**src/rtl/tile_pkg.sv**
```systemverilog
// Shared board geometry, LFSR taps, sequencer state encoding and the initial tile layout.
package tile_pkg;

  localparam int NUM_TILES = 16;
  localparam int ADDR_W    = 4;
  localparam int DATA_W    = 8;

  localparam logic [DATA_W-1:0] TILE_EMPTY = '0;
  localparam logic [15:0]       LFSR_TAPS  = 16'hB400;

  typedef enum logic [3:0] {
    IDLE, FILL, PICK, RD_I, RD_J, CAP, WR_I, WR_J, DONE
  } seq_state_t;

  // Ordered layout before shuffling: address k holds pair id (k/2)+1, never TILE_EMPTY.
  function automatic logic [DATA_W-1:0] fill_value(input logic [ADDR_W-1:0] k);
    return DATA_W'({1'b0, k[ADDR_W-1:1]}) + DATA_W'(1);
  endfunction

endpackage

```
**src/rtl/board_init_sequencer_lfsr16.sv**
```systemverilog
// 16-bit Galois LFSR, free running; a load replaces the state, with zero mapped to the default seed.
module lfsr16
  import tile_pkg::*;
#(
  parameter logic [15:0] SEED = 16'hACE1
) (
  input  logic        clk,
  input  logic        reset,
  input  logic        load,
  input  logic [15:0] seed,
  output logic [15:0] out
);

  always_ff @(posedge clk) begin
    if (reset) begin
      out <= SEED;
    end else if (load) begin
      // All-zero is the lock-up state of the LFSR, so it is never loaded.
      out <= (seed == 16'h0000) ? SEED : seed;
    end else begin
      out <= out[0] ? ((out >> 1) ^ LFSR_TAPS) : (out >> 1);
    end
  end

endmodule

```
**src/rtl/board_init_sequencer.sv**
```systemverilog
// Fills the board RAM with ordered tile pairs, shuffles it in place (Fisher-Yates),
// then returns RAM port A to the in-game FSM.
module board_init_sequencer
  import tile_pkg::*;
#(
  parameter logic [15:0] LFSR_SEED  = 16'hACE1,
  parameter int          REJECT_MAX = 15
) (
  input  logic              CLOCK_50,
  input  logic              reset,
  input  logic              start,
  input  logic              seed_load,
  input  logic [15:0]       seed,
  output logic              busy,
  output logic              done,
  output logic              game_grant,
  input  logic [ADDR_W-1:0] game_addr,
  input  logic [DATA_W-1:0] game_wdata,
  input  logic              game_we,
  output logic [DATA_W-1:0] game_rdata,
  output logic [ADDR_W-1:0] ram_addr,
  output logic [DATA_W-1:0] ram_wdata,
  output logic              ram_we,
  input  logic [DATA_W-1:0] ram_rdata
);

  localparam logic [ADDR_W-1:0] LAST    = ADDR_W'(NUM_TILES - 1);
  localparam logic [7:0]        REJ_LIM = 8'(REJECT_MAX);

  logic [15:0]       lfsr;
  seq_state_t        state;
  logic [ADDR_W-1:0] k;
  logic [ADDR_W-1:0] i;
  logic [ADDR_W-1:0] j;
  logic [7:0]        rejects;
  logic [DATA_W-1:0] ti;
  logic [ADDR_W-1:0] seq_addr;
  logic [DATA_W-1:0] seq_wdata;
  logic              seq_we;
  logic [ADDR_W-1:0] draw;

  lfsr16 #(.SEED(LFSR_SEED)) u_lfsr (
    .clk   (CLOCK_50),
    .reset (reset),
    .load  (seed_load),
    .seed  (seed),
    .out   (lfsr)
  );

  assign draw = lfsr[ADDR_W-1:0];

  // Port A mux: the game side is dropped, not queued, while the sequencer owns the RAM.
  assign ram_addr   = busy ? seq_addr  : game_addr;
  assign ram_wdata  = busy ? seq_wdata : game_wdata;
  assign ram_we     = busy ? seq_we    : game_we;
  assign game_grant = ~busy;
  assign game_rdata = ram_rdata;

  // Port A drive is registered: each transition loads what the next state presents.
  always_ff @(posedge CLOCK_50) begin
    if (reset) begin
      state     <= IDLE;
      busy      <= 1'b0;
      done      <= 1'b0;
      seq_we    <= 1'b0;
      seq_addr  <= '0;
      seq_wdata <= TILE_EMPTY;
      k         <= '0;
      i         <= '0;
      j         <= '0;
      rejects   <= '0;
      ti        <= TILE_EMPTY;
    end else begin
      done <= 1'b0;
      case (state)
        IDLE: if (start) begin
          state     <= FILL;
          busy      <= 1'b1;
          k         <= '0;
          seq_we    <= 1'b1;
          seq_addr  <= '0;
          seq_wdata <= fill_value('0);
        end
        FILL: if (k == LAST) begin
          state  <= PICK;
          i      <= LAST;
          seq_we <= 1'b0;
        end else begin
          k         <= k + 1'b1;
          seq_addr  <= k + 1'b1;
          seq_wdata <= fill_value(k + 1'b1);
        end
        PICK: begin
          // The reject cap bounds swap latency; a self-swap is always a legal draw.
          if (rejects == REJ_LIM) begin
            j        <= i;
            rejects  <= '0;
            state    <= RD_I;
            seq_addr <= i;
          end else if (draw <= i) begin
            j        <= draw;
            rejects  <= '0;
            state    <= RD_I;
            seq_addr <= i;
          end else begin
            rejects <= rejects + 8'd1;
          end
        end
        RD_I: begin
          state    <= RD_J;
          seq_addr <= j;
        end
        RD_J: begin
          ti    <= ram_rdata;
          state <= CAP;
        end
        CAP: begin
          state     <= WR_I;
          seq_we    <= 1'b1;
          seq_addr  <= i;
          seq_wdata <= ram_rdata;
        end
        WR_I: begin
          state     <= WR_J;
          seq_addr  <= j;
          seq_wdata <= ti;
        end
        WR_J: begin
          seq_we <= 1'b0;
          if (i == ADDR_W'(1)) begin
            state <= DONE;
            busy  <= 1'b0;
            done  <= 1'b1;
          end else begin
            i     <= i - 1'b1;
            state <= PICK;
          end
        end
        DONE:    state <= IDLE;
        default: state <= IDLE;
      endcase
    end
  end

endmodule

```
**config.mk**
```make
export PLATFORM = sky130hd
export DESIGN_NAME = board_init_sequencer
export DESIGN_NICKNAME = d
export VERILOG_FILES = /design/src/rtl/tile_pkg.sv /design/src/rtl/board_init_sequencer_lfsr16.sv /design/src/rtl/board_init_sequencer.sv
export SDC_FILE = /design/constraint.sdc
export NUM_CORES = 1
export LEC_CHECK = 0
export ABC_AREA = 1
export CAP_MARGIN = 5
export CORE_MARGIN = 2
export CORE_UTILIZATION = 52
export DETAILED_ROUTE_END_ITERATION = 12
export MAX_ROUTING_LAYER = met4
export PLACE_DENSITY_LB_ADDON = 0.2
export SETUP_SLACK_MARGIN = 0.15
export SKIP_CTS_REPAIR_TIMING = 1
export SYNTH_ARGS = -nofsm -noshare
export SYNTH_HDL_FRONTEND = slang
export SYNTH_SLANG_ARGS = --single-unit
```
**constraint.sdc**
```tcl
create_clock -name CLOCK_50 -period 2.1 [get_ports CLOCK_50]
set_clock_uncertainty 0.1 [all_clocks]
set_input_delay 0.63 -clock CLOCK_50 [delete_from_list [all_inputs] [get_ports CLOCK_50]]
set_output_delay 0.63 -clock CLOCK_50 [all_outputs]
set_load 0.02 [all_outputs]
```
==> results.ini <==
[power]
peakVddDrop_mv=0.632
p_int_uw=2740
switching_share_pct=40.4
powerDensity_nw_per_um2=1050
pwr-share-clk_pct=23.1
power.switching_uw=1860
power.share.sequential_pct=33.3
leakage_uw=0.00220
power_frac_comb_pct=43.6

[logic_synthesis]
syn_area_per_cell_um2=6.85
yosys.area_share.simple_pct=32.6
synth_mux_area_share_pct=0
synth-edff-count=0
synth_cell_types=31
ys_seq_elements=63
yosysWarnings=0
synth_xor_xnor_area_share_pct=2.12
ys.flop_type=dfxtp_1
yosysTopAreaCell=dfxtp_1
ys_seq_area_share_pct=38.2
synth_area_leaders=dfxtp_1 (38%), nand2_1 (15%), a21oi_1 (7.0%), o21ai_0 (6.2%), nor2_1 (5.3%)
synth_adder_area_share_pct=3.41
syn-cell-area_um2=3300
synth_top_family_by_area=simple AND/OR/NAND/NOR gates
syn_inst=482
syn-num-nets=532
synth_compound_area_share_pct=15.0
synth_async_sr_flop_share_pct=0
synthDominantCellAreaShare_pct=38.2

[sta]
worst_pin_slew_ns=0.336
maxSlewViolCount=0
setup_viol=0
fin_crit_ns=1.89
rsz0062_at_grt=no
fin_tns_setup_ns=0
relSlewSlack_pct=77.5
finalHoldViolCount=0
period_share_pct=90.0
setup_ws_ns=0.210
max_freq_ghz=0.529

[floorplan]
die-area_um2=7000
start_util_pct=52.9
core_region_area_um2=6240
rows=29
die_x_um=83.7
die_height_um=83.7
ioPinCount=65

[routing]
drtIter0Drc=245
drtAntennaViolNets=0
wl_um=7860
post-route-drc-count=0
via_per_inst=5.15
wl_per_cell_um=12.3
firstDrtPassIters=5
vias=3293

[setup_path]
critPathSlowestCell=dfxtp_1
cpPeakStageDelay_ns=0.34
worstSetupPathType=reg2out
crit_fanout=13
path_cells=buf_4 -> nand2_1 -> nand2_2 -> buf_6
cp_num_buf_inv=2
cp-start-kind=flip-flop
critical-path-top-delay-family=flip-flops
cp.required_ns=1.37
crit_path_end_kind=primary output
cp.arrival_ns=1.16

[finish]
fillers=512
diodes=0
drive_gt1_share_pct=15.1
synthToLayoutAreaGrowth_pct=33.0
final_nets=608

[placed_design]
place.port_buffers=64
preCtsSetupSlack_ns=-0.504
gp_congestion=0.936
hpwl_um=5600

[global_routing]
grt_use_total_pct=23.6
antenna_found_initial=0
grt_pass1_vias=3011
grt_max_degree=38
grt_pass1_wl_um=13200
grt_overflow=0

[clock_network]
cts_sinks=63
cts_htree_levels=3
cts-root-buf=clkbuf_8
clk_path_buf_depth=2
worstSkewPairLatency_ns=0.35
numCtsBuffers=9
path_clk_slew_ns=0.07
cts_tree=built

[job]
maxCapViolations=0

[run_status]
status=finished, final reports clean

[worst_hold_path]
hp-class=reg2reg

## cells in the mapped netlist (2+ instances only)
library cell / count
nor2_4: 5
ha_1: 9
buf_4: 8
nand3_4: 2
nor2_2: 3
inv_1: 46
o21ai_0: 41
dfxtp_1: 63
nor3_1: 3
nand2_2: 6
nand4_1: 4
a21oi_1: 46
o22ai_1: 7
nand3_1: 28
nor2_1: 47
nand2_4: 2
nand2_1: 135
xnor2_1: 2
clkbuf_1: 8
xor2_1: 6
## metal layers
| metal | global-route usage (%) | vias to the layer above | routed length (µm) |
|---|---|---|---|
| li1 | - | 1710 | - |
| met1 | 28.2 | 1473 | 3510 |
| met2 | 39.3 | 97 | 3770 |
| met3 | 4.06 | 13 | 415 |
| met4 | 10.3 | 0 | 172 |
| met5 | - | - | 0 |
## path summary, 6_finish.rpt
kind,end,slack [ns],cells past startpoint,from
max,ram_wdata[0],0.21,4,busy
min,u_lfsr.out[6],0.35,2,u_lfsr.out[7]
max reg2reg,rejects[5],0.29,9,u_lfsr.out[0]
min reg2reg,u_lfsr.out[6],0.35,2,u_lfsr.out[7]
## worst min-delay path, delay by kind of cell, from the launching register on
| family | cells | cell delay, ns |
|---|---|---|
| AO/OA/AOI/OAI | 1 | 0.07 |
| flip-flops | 1 | 0.31 |
| AND/OR/NAND/NOR | 1 | 0.05 |
## layout make-up
| class | instances | area, µm² | share of cell area (%) |
|---|---|---|---|
| clock buffers | 11 | 141 | 3.22 |
| clock inverters | 5 | 56.3 | 1.28 |
| inverters | 49 | 189 | 4.30 |
| multi-input cells | 352 | 1770 | 40.2 |
| flip-flops and latches | 63 | 1260 | 28.7 |
| well taps | 77 | 96.3 | 2.19 |
| repair buffers | 83 | 882 | 20.1 |
## flip-flops by register name, summed over array words and instances, names as in the netlist
signal      count
ti              8
k               4
seq_addr        4
u_lfsr.out     16
done            1
seq_wdata       8
j               4
seq_we          1
state           4
busy            1
rejects         8
i               4
## cell usage in the layout, fill, tap and decap left out, types with 2 or more instances in the layout
| cell | instances |
|---|---|
| xor2_1 | 6 |
| a21oi_1 | 46 |
| clkinv_2 | 2 |
| clkbuf_8 | 10 |
| inv_1 | 45 |
| dfxtp_1 | 62 |
| o22ai_1 | 7 |
| nand4_1 | 4 |
| ha_1 | 9 |
| nand3_4 | 2 |
| buf_6 | 21 |
| nor2_1 | 47 |
| buf_4 | 18 |
| nand2_1 | 133 |
| inv_2 | 2 |
| nand2_2 | 8 |
| nor3_1 | 3 |
| dlymetal6s2s_1 | 24 |
| clkdlybuf4s50_1 | 19 |
| nand2_4 | 2 |
| nand3_1 | 28 |
| nor2_2 | 3 |
| o21ai_0 | 39 |
| o21ai_2 | 3 |
| xnor2_1 | 2 |
| nor2_4 | 5 |
## logic make-up (layout without fill, tap and decap cells)
group / after synthesis / after routing
buffers and inverters: 67 / 148
AO/OA/AOI/OAI: 96 / 96
flip-flops: 63 / 63
XOR/XNOR: 8 / 8
adder cells (fa/ha/maj): 9 / 9
AND/OR/NAND/NOR: 239 / 239
## per-stage QoR
stage | power, µW | utilization, % | hold WS [ns] | area, µm² | instances
final | 4600 | 70.4 | 0.352 | 4390 | 640
after CTS | 4540 | 68.7 | 0.356 | 4290 | 639
after global placement | 3420 | 65.5 | 0.332 | 4090 | 623
after floorplan | 2860 | - | 0.321 | 3300 | 482
after global routing | 4910 | 70.4 | 0.370 | 4390 | 640
after detailed placement | 3480 | 65.5 | 0.339 | 4090 | 623
## power groups by stage
stage	Sequential [µW]	Combinational (µW)	Clock [µW]
final	1530	2000	1070
after global routing	1560	2230	1120
after CTS	1530	1940	1070
after detailed placement	1550	1930	0
after global placement	1550	1880	0
after floorplan	1540	1320	0
Power figures use the tool's default switching activity.
